===== src/rtl/alu_mult_pkg.sv =====
// Shared definitions for the ALU sequential multiplier: state encoding and
// iteration/counter sizing.
package alu_mult_pkg;

    localparam int WIDTH_DEFAULT = 32;
    localparam int ITERS         = WIDTH_DEFAULT;
    localparam int CNT_W         = $clog2(WIDTH_DEFAULT) + 1;

    typedef enum logic [1:0] {
        IDLE = 2'd0,
        CALC = 2'd1,
        DONE = 2'd2
    } state_t;

endpackage


===== src/rtl/multiplication_signed_32.sv =====
// Sequential signed WIDTH x WIDTH -> 2*WIDTH multiplier: radix-2 shift-add on
// operand magnitudes, then a sign-fixup cycle. MULT_EARLY_ZERO_EN skips CALC for zero operands.
module multiplication_signed_32
    import alu_mult_pkg::*;
#(
    parameter int WIDTH = WIDTH_DEFAULT
) (
    input  logic                 clock,
    input  logic                 reset_n,
    input  logic                 start,
    input  logic [WIDTH-1:0]     operand1,
    input  logic [WIDTH-1:0]     operand2,
    output logic [2*WIDTH-1:0]   result,
    output logic                 finish,
    output logic                 overflow,
    output logic                 busy
);

    state_t               state;
    logic [WIDTH-1:0]     mcand;
    logic [WIDTH-1:0]     mplier;
    logic [2*WIDTH-1:0]   acc;
    logic                 sign;
    logic [CNT_W-1:0]     count;

    logic [WIDTH-1:0]     abs1;
    logic [WIDTH-1:0]     abs2;
    logic [WIDTH:0]       sum;
    logic [2*WIDTH-1:0]   fixed;
    logic                 ovf_next;

    // Magnitudes are unsigned, so negating the most negative value yields 2^(WIDTH-1) exactly.
    always_comb begin
        abs1     = operand1[WIDTH-1] ? -operand1 : operand1;
        abs2     = operand2[WIDTH-1] ? -operand2 : operand2;
        sum      = {1'b0, acc[2*WIDTH-1:WIDTH]} + {1'b0, {WIDTH{mplier[0]}} & mcand};
        fixed    = sign ? -acc : acc;
        ovf_next = !((&fixed[2*WIDTH-1:WIDTH-1]) || !(|fixed[2*WIDTH-1:WIDTH-1]));
    end

`ifdef MULT_EARLY_ZERO_EN
    logic zero_op;
    assign zero_op = (operand1 == '0) || (operand2 == '0);
`endif

    // NOTE: async reset clears every register, including datapath state, so an
    // aborted operation leaves nothing behind; all state updates use <= only.
    always_ff @(posedge clock or negedge reset_n) begin
        if (!reset_n) begin
            state    <= IDLE;
            mcand    <= '0;
            mplier   <= '0;
            acc      <= '0;
            sign     <= 1'b0;
            count    <= '0;
            result   <= '0;
            finish   <= 1'b0;
            overflow <= 1'b0;
            busy     <= 1'b0;
        end else begin
            finish <= 1'b0;
            case (state)
                IDLE: begin
                    if (start) begin
                        mcand  <= abs1;
                        mplier <= abs2;
                        sign   <= operand1[WIDTH-1] ^ operand2[WIDTH-1];
                        acc    <= '0;
                        count  <= '0;
                        busy   <= 1'b1;
`ifdef MULT_EARLY_ZERO_EN
                        state  <= zero_op ? DONE : CALC;
`else
                        state  <= CALC;
`endif
                    end
                end
                CALC: begin
                    // Shift {carry, acc, mplier} right by one after the conditional add.
                    acc    <= {sum, acc[WIDTH-1:1]};
                    mplier <= {acc[0], mplier[WIDTH-1:1]};
                    count  <= count + 1'b1;
                    if (count == CNT_W'(ITERS - 1))
                        state <= DONE;
                end
                DONE: begin
                    // Two cycles here: publish the result, then hold off start during the finish pulse.
                    if (!finish) begin
                        result   <= fixed;
                        overflow <= ovf_next;
                        finish   <= 1'b1;
                    end else begin
                        busy  <= 1'b0;
                        state <= IDLE;
                    end
                end
                default: state <= IDLE;
            endcase
        end
    end

endmodule


===== config.mk =====
export PLATFORM = sky130hd
export DESIGN_NAME = multiplication_signed_32
export DESIGN_NICKNAME = d
export VERILOG_FILES = /design/src/rtl/alu_mult_pkg.sv /design/src/rtl/multiplication_signed_32.sv
export SDC_FILE = /design/constraint.sdc
export NUM_CORES = 1
export LEC_CHECK = 0
export BUFFER_PORTS_ARGS = -buffer_cell sky130_fd_sc_hd__clkbuf_2
export CAP_MARGIN = 40
export CELL_PAD_IN_SITES_DETAIL_PLACEMENT = 1
export CELL_PAD_IN_SITES_GLOBAL_PLACEMENT = 1
export CORE_MARGIN = 2
export CORE_UTILIZATION = 25
export DETAILED_ROUTE_END_ITERATION = 16
export HOLD_SLACK_MARGIN = 0.03
export PLACE_DENSITY = 0.47
export SLEW_MARGIN = 5
export SYNTH_ARGS = -nofsm -noshare
export SYNTH_HDL_FRONTEND = slang
export SYNTH_SLANG_ARGS = --single-unit

===== constraint.sdc =====
create_clock -name clock -period 9.05 [get_ports clock]
set_input_delay 1.81 -clock clock [delete_from_list [all_inputs] [get_ports clock]]
set_output_delay 1.81 -clock clock [all_outputs]
set_load 0.01 [all_outputs]

======== After elaboration in Yosys (flattened, before gate mapping) ========
Cells that the tools add are included.
word-level totals
  register bits after elaboration ......... 204
  ROM bits ................................ 0
  memory bits (writable) .................. 0
  output and inout bits ................... 67
  latch bits .............................. 0
  memories kept ........................... 0
cells by class
  bitwise operators ....................... 3
  $lt $le $gt $ge ......................... 0
  reduce and logical (&&, ||, !) cells .... 13
  shifts and indexed selects .............. 0
  multiplexer cells ....................... 18
  $add $sub $neg .......................... 5
  eq/ne operators ......................... 6
  $mul .................................... 0
  divide/modulo/power cells ............... 0
operators with widths
  cell                                                             number
  64-bit two-way mux                                               2
  64-bit one-hot mux with 2 select lines                           1
  32-bit two-way mux                                               3
  32-bit negation                                                  2
  64-bit negation                                                  1
  32-bit one-hot mux with 2 select lines                           1
  32-bit by 32-bit adder with 33-bit output                        1
  33-bit AND reduction                                             1
  33-bit OR reduction                                              1
  32-bit bitwise AND                                               1
  6-bit one-hot mux with 2 select lines                            1
  6-bit by 1-bit adder with 6-bit output, second input constant    1
  6-bit by 5-bit == test with 1-bit output, second input constant  1
  2-bit two-way mux                                                3
  6-bit two-way mux                                                1
  2-bit != test, second input constant                             3
  2-bit one-hot mux with 3 select lines                            1
  2-bit AND reduction                                              3
  3-bit AND reduction                                              2
  1-bit two-way mux                                                4
  2-bit nonzero test                                               2
  2-bit by 1-bit == test with 1-bit output, second input constant  1
  2-bit == test, second input constant                             1
  1-bit zero test                                                  2
  other kinds (5)                                                  5

======== Logic depth before layout (Yosys ltp) ========
Gate-level depths: netlist (run 1).
  depth in word-level cells ............... 6
  gate-level depth with buffers ........... 15
  gate-level depth less buffers ........... 14

======== Least setup slack after synthesis (run 1) ========
OpenSTA, ideal clock, no wires.
  kind .................................... input -> register
  from .................................... input port operand1[6]
  to ...................................... register mcand[29]
  slack ................................... 4.317 ns
  data required time ...................... 8.920 ns
  data arrival time ....................... 4.603 ns
  stages on the path ...................... 10
  setup time .............................. 0.130 ns
  cell sequence ........................... or4_4 or4_1 or2_1 or4_4 or3_1 or2_1 buf_2 o31ai_2 xor2_1 o21ai_1
on the way
  longest elaborated chain between the ends .. 2
ends and longest elaborated chain
  what                    line                            RTL
  start: declaration      multiplication_signed_32.sv:11  input logic [WIDTH-1:0] operand1,
  32-bit negation         multiplication_signed_32.sv:34  abs1 = operand1[WIDTH-1] ? -operand1 : operand1;
  32-bit two-way mux      multiplication_signed_32.sv:34
  end signal: assignment  multiplication_signed_32.sv:65  mcand <= abs1;
  end: declaration        multiplication_signed_32.sv:20  logic [WIDTH-1:0] mcand;
Every way passes these cells.
A chain may end at the register's enable or synchronous reset.

======== Worst setup path after layout (run 1) ========
Same ends and word-level chain as after synthesis.

==> results of run 1 <==
-- layer usage --
metal  GRT usage, %  part of all wire, %  up-vias
met4          3.374                  1.5        0
met1          23.56                   52     5175
met2          23.76                   43      138
li1               -                    -     5251
met5              0                    0        -
met3          2.009                  3.5       37
-- synthesized netlist by cell type (3+ instances only) --
master | n | area [sq um]
sky130_fd_sc_hd__nor2b_1 | 3 | 18.77
sky130_fd_sc_hd__or4_4 | 7 | 78.83
sky130_fd_sc_hd__o31a_1 | 3 | 26.28
sky130_fd_sc_hd__nand2b_1 | 12 | 75.07
sky130_fd_sc_hd__nor3_1 | 16 | 80.08
sky130_fd_sc_hd__clkbuf_1 | 74 | 277.8
sky130_fd_sc_hd__o21ai_1 | 12 | 60.06
sky130_fd_sc_hd__mux2i_1 | 3 | 30.03
sky130_fd_sc_hd__a21o_1 | 10 | 75.07
sky130_fd_sc_hd__or3_1 | 25 | 156.4
sky130_fd_sc_hd__o31ai_1 | 33 | 247.7
sky130_fd_sc_hd__o41ai_1 | 19 | 166.4
sky130_fd_sc_hd__a21oi_1 | 96 | 480.5
sky130_fd_sc_hd__o31ai_2 | 3 | 37.54
sky130_fd_sc_hd__nand3_1 | 66 | 330.3
sky130_fd_sc_hd__xnor2_1 | 26 | 227.7
sky130_fd_sc_hd__or2_2 | 10 | 62.56
sky130_fd_sc_hd__or2_1 | 3 | 18.77
sky130_fd_sc_hd__nand2_1 | 171 | 641.9
sky130_fd_sc_hd__inv_1 | 20 | 75.07
sky130_fd_sc_hd__nor2_1 | 105 | 394.1
sky130_fd_sc_hd__xor2_1 | 119 | 1042
sky130_fd_sc_hd__nand3b_1 | 6 | 45.04
sky130_fd_sc_hd__or4_1 | 19 | 142.6
sky130_fd_sc_hd__mux2_2 | 4 | 45.04
sky130_fd_sc_hd__buf_2 | 5 | 25.02
sky130_fd_sc_hd__and2_1 | 32 | 200.2
sky130_fd_sc_hd__nor4_1 | 13 | 81.33
sky130_fd_sc_hd__and3_1 | 4 | 25.02
sky130_fd_sc_hd__a31oi_1 | 8 | 50.05
sky130_fd_sc_hd__a211oi_1 | 5 | 37.54
sky130_fd_sc_hd__o21ai_0 | 135 | 675.7
sky130_fd_sc_hd__dfrtp_1 | 204 | 5105
sky130_fd_sc_hd__o211ai_1 | 3 | 22.52
sky130_fd_sc_hd__a22oi_1 | 30 | 225.2
sky130_fd_sc_hd__ha_1 | 36 | 450.4
sky130_fd_sc_hd__o21a_1 | 7 | 52.55
sky130_fd_sc_hd__nand4_1 | 8 | 50.05
sky130_fd_sc_hd__nand4b_1 | 3 | 26.28
sky130_fd_sc_hd__buf_1 | 9 | 33.78
-- power by group through the flow --
| stage | Combinational (W) | Sequential [W] | Clock [W] |
|---|---|---|---|
| final | 0.00175 | 0.00155 | 0.00131 |
| after global routing | 0.00201 | 0.00161 | 0.00139 |
| after CTS | 0.00179 | 0.00155 | 0.00136 |
| after detailed placement | 0.00178 | 0.00157 | 0 |
| after global placement | 0.00175 | 0.00156 | 0 |
| after floorplan | 0.00133 | 0.00140 | 0 |
-- sequential cells by signal (all words and copies together) (netlist names) --
signal and cells:
sign 1, overflow 1, mcand 32, finish 1, state 2, acc 64
busy 1, mplier 32, count 6, result 64
-- worst reg2reg max path, stage by stage (launching register included) --
cell and delay, ns:
sky130_fd_sc_hd__dfrtp_1 0.83, sky130_fd_sc_hd__and2_1 0.30, sky130_fd_sc_hd__ha_1 0.23, sky130_fd_sc_hd__inv_1 0.07, sky130_fd_sc_hd__fa_1 0.40, sky130_fd_sc_hd__nor2b_1 0.17
sky130_fd_sc_hd__o2111ai_1 0.17, sky130_fd_sc_hd__a31oi_1 0.48, sky130_fd_sc_hd__o2bb2ai_1 0.17, sky130_fd_sc_hd__o21ai_0 0.13, sky130_fd_sc_hd__a311oi_1 0.49, sky130_fd_sc_hd__a211oi_1 0.15
sky130_fd_sc_hd__o21bai_1 0.24, sky130_fd_sc_hd__xnor2_1 0.14, sky130_fd_sc_hd__o21ai_0 0.08
-- worst max path at each step --
stage | from | endpoint | slack [ns] | depth (start not counted)
floorplan | operand1[6] | mcand[29] | 4.32 | 10
global placement | operand1[6] | mcand[29] | 4.01 | 10
detailed placement | operand1[6] | mcand[29] | 3.99 | 10
CTS | operand1[6] | mcand[29] | 4.62 | 10
global route | mplier[0] | acc[63] | 4.34 | 14
finish | operand1[6] | mcand[29] | 4.61 | 10
-- cell usage in the layout (no fill, tap or decap), types with 20 or more instances in the layout --
| cell type | instances |
|---|---|
| sky130_fd_sc_hd__nand3_1 | 66 |
| sky130_fd_sc_hd__dfrtp_1 | 203 |
| sky130_fd_sc_hd__and2_1 | 32 |
| sky130_fd_sc_hd__or3_1 | 25 |
| sky130_fd_sc_hd__xnor2_1 | 26 |
| sky130_fd_sc_hd__inv_1 | 20 |
| sky130_fd_sc_hd__a22oi_1 | 30 |
| sky130_fd_sc_hd__ha_1 | 36 |
| sky130_fd_sc_hd__a21oi_1 | 96 |
| sky130_fd_sc_hd__o31ai_1 | 33 |
| sky130_fd_sc_hd__clkbuf_16 | 28 |
| sky130_fd_sc_hd__xor2_1 | 119 |
| sky130_fd_sc_hd__nor2_1 | 103 |
| sky130_fd_sc_hd__o21ai_0 | 135 |
| sky130_fd_sc_hd__clkbuf_2 | 132 |
| sky130_fd_sc_hd__nand2_1 | 171 |
-- cell type report --
cell class	count	area, sq um	area share, %
tap	664	830.8	5.602
clock inverter	18	342.8	2.312
antenna	1	2.502	0.01687
timing repair buffer	146	824.5	5.560
inverter	20	75.07	0.5062
sequential	204	5106	34.43
multi-input combinational	1101	6895	46.49
clock buffer	34	753.2	5.079
-- through the flow --
| step | instances | util [%] | worst slack (ns) | hold WS [ns] |
|---|---|---|---|---|
| after floorplan | 1414 | - | 4.317 | 0.4402 |
| after global placement | 2132 | 27.90 | 4.013 | 0.4555 |
| after detailed placement | 2135 | 28.05 | 3.995 | 0.4686 |
| after CTS | 2187 | 30.29 | 4.617 | 0.4822 |
| after global routing | 2187 | 30.29 | 4.336 | 0.5141 |
| final | 2188 | 30.30 | 4.606 | 0.4738 |
-- cells by family (layout without fill, tap and decap cells) --
family          Yosys count  in the layout
buf+inv                 109            218
simple gates            514            514
flops                   204            204
xor+xnor                146            146
mux                       7              7
other cells               0              1
fa+ha+maj                37             37
compound gates          397            397
==> results.rst, run 1 <==
.. list-table::
   :header-rows: 1

   * - Metric
     - Value
   * - Antenna violations before repair
     - 0
   * - Via density per instance
     - 4.845
   * - Cell Int Power
     - 0.002738 W
   * - H-tree depth reported by CTS
     - 1
   * - Path type of the worst min-delay path
     - reg2reg
   * - Max Clock Skew
     - 0.01094 ns
   * - Wire length per cell after detailed routing
     - 18.03 um
   * - First DRT Iteration DRCs
     - 539
   * - Critical Path End Type
     - flop
   * - MaxCap Viol Count
     - 0
   * - Hold bufs inserted after CTS
     - 0
   * - Fraction of power consumed by sequential logic
     - 33.6%
   * - Sequential fraction of the synthesis area
     - 41.18%
   * - Number of instances on the worst hold path
     - 2
   * - TritonCTS clock tree
     - yes
   * - #FFs+latches synth
     - 204
   * - Actual transition at the worst max-transition pin
     - 0.7999 ns
   * - Slowest-stage cell, CP
     - sky130_fd_sc_hd__or4_4
   * - Number of detailed-route iterations in the first pass
     - 4
   * - Bufs on Longest Clock Path
     - 3
   * - Post-layout min period
     - 4.444 ns
   * - Switching power share of the total
     - 40.60%
   * - Setup violations, final
     - 0
   * - Number of buffer cells added on primary ports
     - 133
   * - Clk Tree Root Cell
     - sky130_fd_sc_hd__clkbuf_16
   * - Total track usage
     - 15.67%
   * - Compound-cell area share of the yosys netlist
     - 20.17%
   * - Cell area power density
     - 310.7 nW/um^2
   * - Post-Synth Adder-Cell Area
     - 3.795%
   * - Final number of max-transition violations
     - 0
   * - Launch point of the worst reg-to-reg path
     - mplier[0]
   * - Buffers plus inverters on the worst setup path
     - 1
   * - Cell variety after synth
     - 73
   * - CP cell instances
     - clkbuf_2 -> or4_4 -> or4_1 -> or2_1 -> or4_4 -> or3_1 -> or2_1 -> o31ai_2 -> xor2_1 -> o21ai_1
   * - Final hold violation count
     - 0
   * - Cell row count
     - 81
   * - Largest net degree at the start of global routing
     - 85
   * - Multiplexer share of the synthesized area
     - 0.6056%
   * - Register clock-pin slew on the reported worst setup and hold paths
     - 0.06 ns
   * - Run status
     - finished, final reports clean
   * - Hold Crit Endpoint
     - mcand[0]
   * - Combinational family with the most area after synthesis
     - simple AND/OR/NAND/NOR gates
   * - Remaining DRCs
     - 0
   * - Number of warnings issued by yosys
     - 0
   * - Number of ports placed on the die boundary
     - 134
   * - Total number of vias
     - 10601
   * - Crit path launch type
     - input port
   * - Switching power total
     - 0.001871 W
   * - R2R Setup Slk
     - 4.87 ns
   * - Required arrival time at the worst endpoint
     - 9.51 ns
   * - Crit share post-route
     - 49.11%
   * - Post-route cell area
     - 14830 sq um
   * - X dimension of the die
     - 226.7 um
   * - Number of buffers created by CTS
     - 28
   * - Final WL
     - 39.46 mm
   * - Syn_area_per_cell
     - 8.766 sq um
   * - RSZ-0062 raised after global routing
     - false
   * - Count of nets left with antenna violations after detail routing
     - 0
   * - Peak clock frequency supported by timing
     - 225.0 MHz
   * - Area after DPL
     - 13730 sq um
   * - Pleak
     - 6.389 nW
   * - Count of filler cells inserted in the layout
     - 5666
   * - Crit-path leading delay family
     - simple AND/OR/NAND/NOR gates
   * - Post-Syn Nets
     - 1518
   * - Chip height
     - 226.7 um
   * - Number of buffers inserted to repair setup after CTS
     - 0
   * - Global route total overflow
     - 0
   * - Basic-gate share of the synthesized area counting and, or, nand and nor cells
     - 20.46%
   * - Mapped Area
     - 12400 sq um
   * - Skew-Pair Late Insertion Delay
     - 0.58 ns
   * - Share of synthesized flip-flops with an asynchronous set or reset
     - 100.0%
   * - Worst EP arrival
     - 4.90 ns
   * - Hold path startpoint
     - mcand[0]
   * - Type of the worst setup path
     - in2reg
   * - Wire length of the first global-routing pass
     - 64.07 mm
   * - Share of final-layout standard cells stronger than drive strength 1
     - 15.43%
   * - Die area
     - 51380 sq um
   * - Worst ir drop on vdd
     - 0.1449 mV
   * - Tot Pwr
     - 0.004609 W
   * - Proportion of power drawn by the clock network
     - 28.4%
   * - Clock sinks
     - 204
   * - XOR/XNOR Fraction of Synth Area
     - 10.38%
   * - Detailed placement HPWL
     - 28.73 mm
   * - Portion of total power attributed to combinational logic
     - 38.1%
   * - Crit-path max FO
     - 6
   * - Post-CTS sizing
     - 0
   * - Starting density of the core
     - 25.32%
   * - Via count of the first global-routing pass
     - 11081
   * - Area of the core
     - 48950 sq um
   * - Delay of the slowest cell on the worst path
     - 0.55 ns
   * - Setup Total Neg Slack
     - 0 ns
   * - Number of flops mapped to enable cells by yosys
     - 0
   * - Post-synth top flop
     - sky130_fd_sc_hd__dfrtp_1
   * - Worst reg2reg path depth
     - 14
   * - Number of cells produced by synthesis
     - 1414
   * - Final #Nets
     - 1605
   * - Area Growth Syn to Fin
     - 19.64%
   * - Crit Reg-Reg Endpoint
     - acc[61]
   * - Routability congestion estimate
     - 0.7382
   * - Remaining max-slew budget at the tightest pin
     - 46.18%
Power figures use the tool's default switching activity.
==> inputs of run 2 (changes only) <==
- ABC_AREA: unset -> 1
- PLACE_DENSITY: 0.47 -> 0.5
- clock period: 9.05 -> 4 ns (I/O delays scaled with it)
==> results.rst, run 2 <==
.. list-table::
   :header-rows: 1

   * - Metric
     - Value
   * - Crit-path max FO
     - 25 (was 6)
   * - Starting density of the core
     - 25.36% (was 25.32%)
   * - Setup violations, final
     - 0 (unchanged)
   * - Post-synth top flop
     - sky130_fd_sc_hd__dfrtp_1 (unchanged)
   * - Syn_area_per_cell
     - 7.006 sq um (was 8.766 sq um)
   * - Total track usage
     - 18.05% (was 15.67%)
   * - Regs by FF count
     - acc (64), result (64) (unchanged)
   * - MaxCap Viol Count
     - 0 (unchanged)
   * - Number of warnings issued by yosys
     - 0 (unchanged)
   * - Number of ports placed on the die boundary
     - 134 (unchanged)
   * - Fin util
     - 29.88% (was 30.30%)
   * - Count of nets left with antenna violations after detail routing
     - 0 (unchanged)
   * - Setup Total Neg Slack
     - 0 ns (unchanged)
   * - Share of final-layout standard cells stronger than drive strength 1
     - 11.97% (was 15.43%)
   * - Remaining DRCs
     - 0 (unchanged)
   * - Skew-Pair Late Insertion Delay
     - 0.57 ns (was 0.58 ns)
   * - Area Growth Syn to Fin
     - 17.79% (was 19.64%)
   * - Register clock-pin slew on the reported worst setup and hold paths
     - 0.06 ns (about the same)
   * - Worst setup timing slack at the placement stage
     - 1.036 ns (was 3.995 ns)
   * - RSZ-0062 raised after global routing
     - false (unchanged)
   * - Largest net degree at the start of global routing
     - 94 (was 85)
   * - Global route total overflow
     - 0 (unchanged)
   * - Crit share post-route
     - 70.40%
   * - Top cell type's share of synthesized area
     - 38.15% (was 41.18%)
   * - Number of buffer cells added on primary ports
     - 133 (unchanged)
   * - Run status
     - finished, final reports clean (unchanged)
   * - Final hold violation count
     - 0 (unchanged)
   * - Hold bufs inserted after CTS
     - 0 (unchanged)
   * - Sequential fraction of the synthesis area
     - 38.15% (was 41.18%)
   * - Cell row count
     - 84 (was 81)
   * - Chip height
     - 235.4 um (was 226.7 um)
   * - Worst EP arrival
     - 3.26 ns (was 4.90 ns)
   * - Met2 Wirelength
     - 22.13 mm (was 16.98 mm)
   * - H-tree depth reported by CTS
     - 1 (unchanged)
   * - Post-layout min period
     - 2.816 ns
   * - Most common cell after layout, fill and taps aside
     - sky130_fd_sc_hd__nand2_1 (was sky130_fd_sc_hd__dfrtp_1)
   * - Number of buffers created by CTS
     - 28 (unchanged)
   * - Highest routed layer
     - met4 (unchanged)
   * - Most frequent cells in the layout
     - sky130_fd_sc_hd__nand2_1, sky130_fd_sc_hd__nor2_1, sky130_fd_sc_hd__dfrtp_1 (was sky130_fd_sc_hd__dfrtp_1, sky130_fd_sc_hd__nand2_1, sky130_fd_sc_hd__o21ai_0)
   * - DRT met1 WL
     - 24.66 mm (was 20.52 mm)
   * - First DRT Iteration DRCs
     - 618 (was 539)
   * - Peak clock frequency supported by timing
     - 355.1 MHz
   * - Post-Syn Nets
     - 2014 (was 1518)
   * - Final #Nets
     - 2131 (was 1605)
   * - Share of synthesized flip-flops with an asynchronous set or reset
     - 100.0% (unchanged)
   * - Cell area power density
     - 1017 nW/um^2 (was 310.7 nW/um^2)
   * - Die area
     - 55390 sq um (was 51380 sq um)
   * - Final worst slack
     - 1.184 ns (was 4.606 ns)
   * - Final WL
     - 49.98 mm (was 39.46 mm)
   * - X dimension of the die
     - 235.4 um (was 226.7 um)
   * - Via density per instance
     - 4.728 (was 4.845)
   * - Crit path launch type
     - flop (was input port)
   * - Pleak
     - 7.965 nW (was 6.389 nW)
   * - Routability congestion estimate
     - 0.8558 (was 0.7382)
   * - Actual transition at the worst max-transition pin
     - 0.8514 ns (was 0.7999 ns)
   * - Final number of max-transition violations
     - 0 (unchanged)
   * - Inserted Diodes
     - 0 (was 1)
   * - Routed met3 length
     - 1.626 mm (was 1.374 mm)
   * - Cell variety after synth
     - 49 (was 73)
   * - Wire length per cell after detailed routing
     - 18.28 um (was 18.03 um)
   * - Detailed placement HPWL
     - 39.78 mm (was 28.73 mm)
   * - Type of the worst setup path
     - reg2reg (was in2reg)
   * - Largest cells by area after synthesis
     - sky130_fd_sc_hd__dfrtp_1, sky130_fd_sc_hd__nand2_1, sky130_fd_sc_hd__nor2_1 (was sky130_fd_sc_hd__dfrtp_1, sky130_fd_sc_hd__xor2_1, sky130_fd_sc_hd__o21ai_0)
   * - Most instantiated cells after synthesis
     - sky130_fd_sc_hd__nand2_1, sky130_fd_sc_hd__nor2_1, sky130_fd_sc_hd__dfrtp_1 (was sky130_fd_sc_hd__dfrtp_1, sky130_fd_sc_hd__nand2_1, sky130_fd_sc_hd__o21ai_0)
   * - Largest area contributor in the netlist
     - sky130_fd_sc_hd__dfrtp_1 (unchanged)
   * - Worst ir drop on vdd
     - 0.4557 mV (was 0.1449 mV)
   * - Number of detailed-route iterations in the first pass
     - 5 (was 4)
   * - Max Clock Skew
     - 0.02741 ns (was 0.01094 ns)
   * - Clk Tree Root Cell
     - sky130_fd_sc_hd__clkbuf_16 (unchanged)
   * - Mapped Area
     - 13380 sq um (was 12400 sq um)
   * - #FFs+latches synth
     - 204 (unchanged)
   * - Via count of the first global-routing pass
     - 13703 (was 11081)
   * - Clock sinks
     - 204 (unchanged)
   * - Required arrival time at the worst endpoint
     - 4.44 ns (was 9.51 ns)
   * - Number of flops mapped to enable cells by yosys
     - 0 (unchanged)
   * - Remaining max-slew budget at the tightest pin
     - 43.24% (was 46.18%)
   * - Area of the core
     - 52760 sq um (was 48950 sq um)
   * - Path type of the worst min-delay path
     - in2async (was reg2reg)
   * - Wire length of the first global-routing pass
     - 79.40 mm (was 64.07 mm)
   * - TritonCTS clock tree
     - yes (unchanged)
   * - Antenna violations before repair
     - 0 (unchanged)
   * - Critical Path End Type
     - flop (unchanged)
   * - Most numerous cell in the Yosys netlist
     - sky130_fd_sc_hd__nand2_1 (was sky130_fd_sc_hd__dfrtp_1)
   * - Bufs on Longest Clock Path
     - 3 (unchanged)
   * - Post-CTS sizing
     - 0 (unchanged)
   * - Number of cells produced by synthesis
     - 1910 (was 1414)
   * - Worst reg2reg path depth
     - 14 (unchanged)
   * - Total number of vias
     - 12926 (was 10601)
   * - Tot Pwr
     - 0.01603 W (was 0.004609 W)
   * - Number of buffers inserted to repair setup after CTS
     - 0 (unchanged)
==> run 2: cell count changes after synthesis, moves of 38 or more <==
cell | previous run | this run
sky130_fd_sc_hd__nand2_1 | 171 | 561
sky130_fd_sc_hd__inv_1 | 20 | 194
sky130_fd_sc_hd__nor2_1 | 105 | 228
sky130_fd_sc_hd__xor2_1 | 119 | 61
sky130_fd_sc_hd__o22ai_1 | 2 | 48
sky130_fd_sc_hd__a21oi_1 | 96 | 58
==> run 2: critical path, stage by stage, from the launching register on <==
cell and delay [ns]:
sky130_fd_sc_hd__dfrtp_1 0.46, sky130_fd_sc_hd__buf_4 0.30, sky130_fd_sc_hd__nand2_1 0.08, sky130_fd_sc_hd__inv_1 0.06
sky130_fd_sc_hd__ha_1 0.28, sky130_fd_sc_hd__inv_1 0.11, sky130_fd_sc_hd__o21ai_0 0.16, sky130_fd_sc_hd__a31oi_1 0.26
sky130_fd_sc_hd__o21ai_0 0.18, sky130_fd_sc_hd__a221oi_1 0.47, sky130_fd_sc_hd__nand2_1 0.12, sky130_fd_sc_hd__nand2_1 0.08
sky130_fd_sc_hd__nand2_1 0.05, sky130_fd_sc_hd__nand2_1 0.05, sky130_fd_sc_hd__nand2_1 0.06
==> run 2: cell type report <==
cell class / instances / area, sq um
clock inverter: 9 / 83.83
sequential: 204 / 5106
inverter: 199 / 747.0
tap: 688 / 860.8
clock buffer: 40 / 857.1
fill: 6596 / 37000
timing repair buffer: 148 / 824.5
multi-input combinational: 1446 / 7283
==> run 2: kinds of logic after synthesis <==
family          share of synthesized area (%)
flops                                   38.15
compound gates                          15.52
buf+inv                                 7.480
xor+xnor                                5.367
fa+ha+maj                               3.516
simple gates                            29.97
==> run 2: where the power goes <==
group	internal [W]	switching, W	total, W
clock network	0.00154	0.000991	0.00253
logic	0.00284	0.00695	0.00979
registers	0.00294	0.000774	0.00371
total	0.00731	0.00871	0.0160
==> run 2: stage by stage <==
| stage | instances | hold WS, ns | cell area, sq um |
|---|---|---|---|
| global placement | 2685 | 0.4628 | 14820 |
| CTS | 2734 | 0.2958 | 15760 |
| global route | 2734 | 0.3344 | 15760 |
| floorplan | 1910 | 0.4493 | 13380 |
| detailed placement | 2685 | 0.4723 | 14820 |
| finish | 2734 | 0.2685 | 15760 |
==> run 2: metal layers <==
| metal | global-route usage, % | up-vias |
|---|---|---|
| li1 | - | 6451 |
| met1 | 25.02 | 6217 |
| met2 | 29.18 | 188 |
| met3 | 2.545 | 70 |
| met4 | 5.346 | 0 |
| met5 | 0 | - |
==> run 2: final timing paths <==
check | from | end | slack (ns)
worst max-delay path | mplier[0] | acc[63] | 1.18
worst min-delay path | reset_n | result[14] | 0.27
worst max register to register | mplier[0] | acc[63] | 1.18
worst min register to register | result[40] | result[40] | 0.48
max in group asynchronous | reset_n | mplier[6] | 2.85
min in group clock | result[40] | result[40] | 0.48
==> inputs of run 3 (changes only) <==
- ABC_AREA: 1 -> 0
- PLACE_DENSITY: 0.5 -> 0.47
- clock period: 4 -> 2.6 ns (I/O delays scaled with it)
==> results.rst, run 3 (synthesized netlist as in run 1, its figures left out) <==
.. list-table::
   :header-rows: 1

   * - Metric
     - Value
   * - Starting density of the core
     - 25.32% (was 25.36%)
   * - Remaining DRCs
     - 0 (unchanged)
   * - Hold path startpoint
     - operand2[26]
   * - Via count of the first global-routing pass
     - 12811 (was 13703)
   * - Final worst slack
     - -0.9368 ns (was 1.184 ns)
   * - Peak-usage layer in the global routing report
     - met2 (unchanged)
   * - Final #Nets
     - 1970 (was 2131)
   * - Number of instances on the worst hold path
     - 3
   * - Crit share post-route
     - 136.0% (was 70.40%)
   * - Cell area power density
     - 1063 nW/um^2 (was 1017 nW/um^2)
   * - Most common cell after layout, fill and taps aside
     - sky130_fd_sc_hd__buf_4 (was sky130_fd_sc_hd__nand2_1)
   * - Setup violations, final
     - 72 (was 0)
   * - Most frequent cells in the layout
     - sky130_fd_sc_hd__buf_4, sky130_fd_sc_hd__dfrtp_1, sky130_fd_sc_hd__nand2_1 (was sky130_fd_sc_hd__nand2_1, sky130_fd_sc_hd__nor2_1, sky130_fd_sc_hd__dfrtp_1)
   * - Share of final-layout standard cells stronger than drive strength 1
     - 42.95% (was 11.97%)
   * - Worst setup timing slack at the placement stage
     - -1.065 ns (was 1.036 ns)
   * - TritonCTS clock tree
     - yes (unchanged)
   * - R2R Setup Slk
     - -0.94 ns (was 1.18 ns)
   * - Met3 Use GR
     - 1.866% (was 2.545%)
   * - Largest net degree at the start of global routing
     - 102 (was 94)
   * - Wire length of the first global-routing pass
     - 71.33 mm (was 79.40 mm)
   * - Area of the core
     - 48950 sq um (was 52760 sq um)
   * - Worst ir drop on vdd
     - 0.5757 mV (was 0.4557 mV)
   * - Number of buffer cells added on primary ports
     - 133 (unchanged)
   * - Clk Tree Root Cell
     - sky130_fd_sc_hd__clkbuf_16 (unchanged)
   * - Hold Crit Endpoint
     - mplier[26]
   * - Area Growth Syn to Fin
     - 55.78% (was 17.79%)
   * - Skew-Pair Late Insertion Delay
     - 0.56 ns (was 0.57 ns)
   * - Die area
     - 51380 sq um (was 55390 sq um)
   * - First DRT Iteration DRCs
     - 437 (was 618)
   * - Total track usage
     - 17.41% (was 18.05%)
   * - Actual transition at the worst max-transition pin
     - 0.8183 ns (was 0.8514 ns)
   * - Count of nets left with antenna violations after detail routing
     - 0 (unchanged)
   * - RSZ-0062 raised after global routing
     - true (was false)
   * - Crit Reg-Reg Endpoint
     - overflow (was acc[63])
   * - Tot Pwr
     - 0.02053 W (was 0.01603 W)
   * - Pleak
     - 8.535 nW (was 7.965 nW)
   * - Register clock-pin slew on the reported worst setup and hold paths
     - 0.06 ns (about the same)
   * - Fin util
     - 39.45% (was 29.88%)
   * - Fraction of met1 tracks used by global routing
     - 24.85% (was 25.02%)
   * - Required arrival time at the worst endpoint
     - 3.05 ns (was 4.44 ns)
   * - Fraction of met2 tracks used by global routing
     - 28.46% (was 29.18%)
   * - Final WL
     - 44.67 mm (was 49.98 mm)
   * - MaxCap Viol Count
     - 0 (unchanged)
   * - Violations in the final reports
     - negative setup slack
   * - Antenna violations before repair
     - 1 (was 0)
   * - Max Clock Skew
     - 0.01141 ns (was 0.02741 ns)
   * - Crit path launch type
     - flop (unchanged)
   * - Chip height
     - 226.7 um (was 235.4 um)
   * - Final hold violation count
     - 0 (unchanged)
   * - Run status
     - finished, violations left (was finished, final reports clean)
   * - Path type of the worst min-delay path
     - in2reg (was in2async)
   * - Peak clock frequency supported by timing
     - 282.7 MHz (was 355.1 MHz)
   * - Total number of vias
     - 12104 (was 12926)
   * - Global route total overflow
     - 0 (unchanged)
   * - Worst reg2reg path depth
     - 11 (was 14)
   * - Final number of max-transition violations
     - 0 (unchanged)
   * - Remaining max-slew budget at the tightest pin
     - 45.45% (was 43.24%)
   * - H-tree depth reported by CTS
     - 1 (unchanged)
   * - Inserted Diodes
     - 0 (unchanged)
   * - Post-layout min period
     - 3.537 ns (was 2.816 ns)
   * - Wire length per cell after detailed routing
     - 17.52 um (was 18.28 um)
   * - Clock sinks
     - 204 (unchanged)
   * - Crit-path max FO
     - 4 (was 25)
   * - Worst EP arrival
     - 3.99 ns (was 3.26 ns)
   * - X dimension of the die
     - 226.7 um (was 235.4 um)
   * - Routability congestion estimate
     - 0.8245 (was 0.8558)
   * - Regs by FF count
     - acc (64), result (64) (unchanged)
   * - Type of the worst setup path
     - reg2reg (unchanged)
   * - Number of buffers created by CTS
     - 28 (unchanged)
   * - Launch point of the worst reg-to-reg path
     - acc[17] (was mplier[0])
   * - Count of filler cells inserted in the layout
     - 5599 (was 6596)
   * - Number of ports placed on the die boundary
     - 134 (unchanged)
   * - Number of detailed-route iterations in the first pass
     - 4 (was 5)
   * - Detailed placement HPWL
     - 33.18 mm (was 39.78 mm)
   * - Critical Path End Type
     - flop (unchanged)
   * - Bufs on Longest Clock Path
     - 3 (unchanged)
   * - Setup Total Neg Slack
     - -22.52 ns (was 0 ns)
   * - Cell row count
     - 81 (was 84)
   * - Via density per instance
     - 4.747 (was 4.728)
[run 3: worst max-delay path: stages, from the launching register on]
cell	delay [ns]
sky130_fd_sc_hd__dfrtp_1	0.38
sky130_fd_sc_hd__or4_4	0.56
sky130_fd_sc_hd__or4_4	0.43
sky130_fd_sc_hd__or4_4	0.43
sky130_fd_sc_hd__buf_8	0.15
sky130_fd_sc_hd__or3_4	0.33
sky130_fd_sc_hd__or4_1	0.40
sky130_fd_sc_hd__a31oi_1	0.22
sky130_fd_sc_hd__nand3_1	0.14
sky130_fd_sc_hd__nor4_2	0.16
sky130_fd_sc_hd__nand3_1	0.11
sky130_fd_sc_hd__o211a_1	0.12
[run 3: area by class of cell]
cell class | count | area (sq um) | area share [%]
clock buffer | 42 | 823.3 | 4.264
multi-input combinational | 1101 | 8509 | 44.07
timing repair buffer | 511 | 3908 | 20.24
inverter | 20 | 75.07 | 0.3888
sequential | 204 | 5107 | 26.45
tap | 664 | 830.8 | 4.302
clock inverter | 8 | 56.30 | 0.2916
[run 3: what timing repair did]
item | CTS | global route
resized for setup | 224 | 115
endpoints found under the hold margin | 50 | 0
gates cloned | 2 | 0
hold buffers | 1 | 0
buffers inserted | 41 | 44
endpoints found under the setup margin | 71 | 80
pin swaps | 111 | 107
[run 3: layer usage]
layer | wire (um) | vias up
met1 | 21790 | 5961
li1 | - | 5958
met2 | 20960 | 143
met5 | 10 | -
met4 | 644 | 2
met3 | 1273 | 40
[run 3: power breakdown]
part / switching, W / total [W] / internal [W]
sequential: 0.000707 / 0.00485 / 0.00415
combinational: 0.00604 / 0.0120 / 0.00599
clock: 0.00148 / 0.00365 / 0.00217
[run 3: worst max-delay path by stage]
stage	start	end	slack, ns
2_1_floorplan	acc[17]	overflow	-0.84
3_3_place_gp	operand1[6]	mcand[23]	-1.03
3_5_place_dp	operand1[6]	mcand[23]	-1.06
4_1_cts	acc[17]	overflow	-0.92
5_1_grt	acc[17]	overflow	-1.03
6_report	acc[17]	overflow	-0.94
[run 3: stage by stage]
stage	instances	hold WS [ns]	cell area, sq um
3_3_place_gp	2440	0.4549	16380
5_1_grt	2550	0.2746	19310
2_1_floorplan	1414	0.2244	12750
3_5_place_dp	2440	0.4656	16380
4_1_cts	2524	0.2335	18610
6_report	2550	0.2596	19310
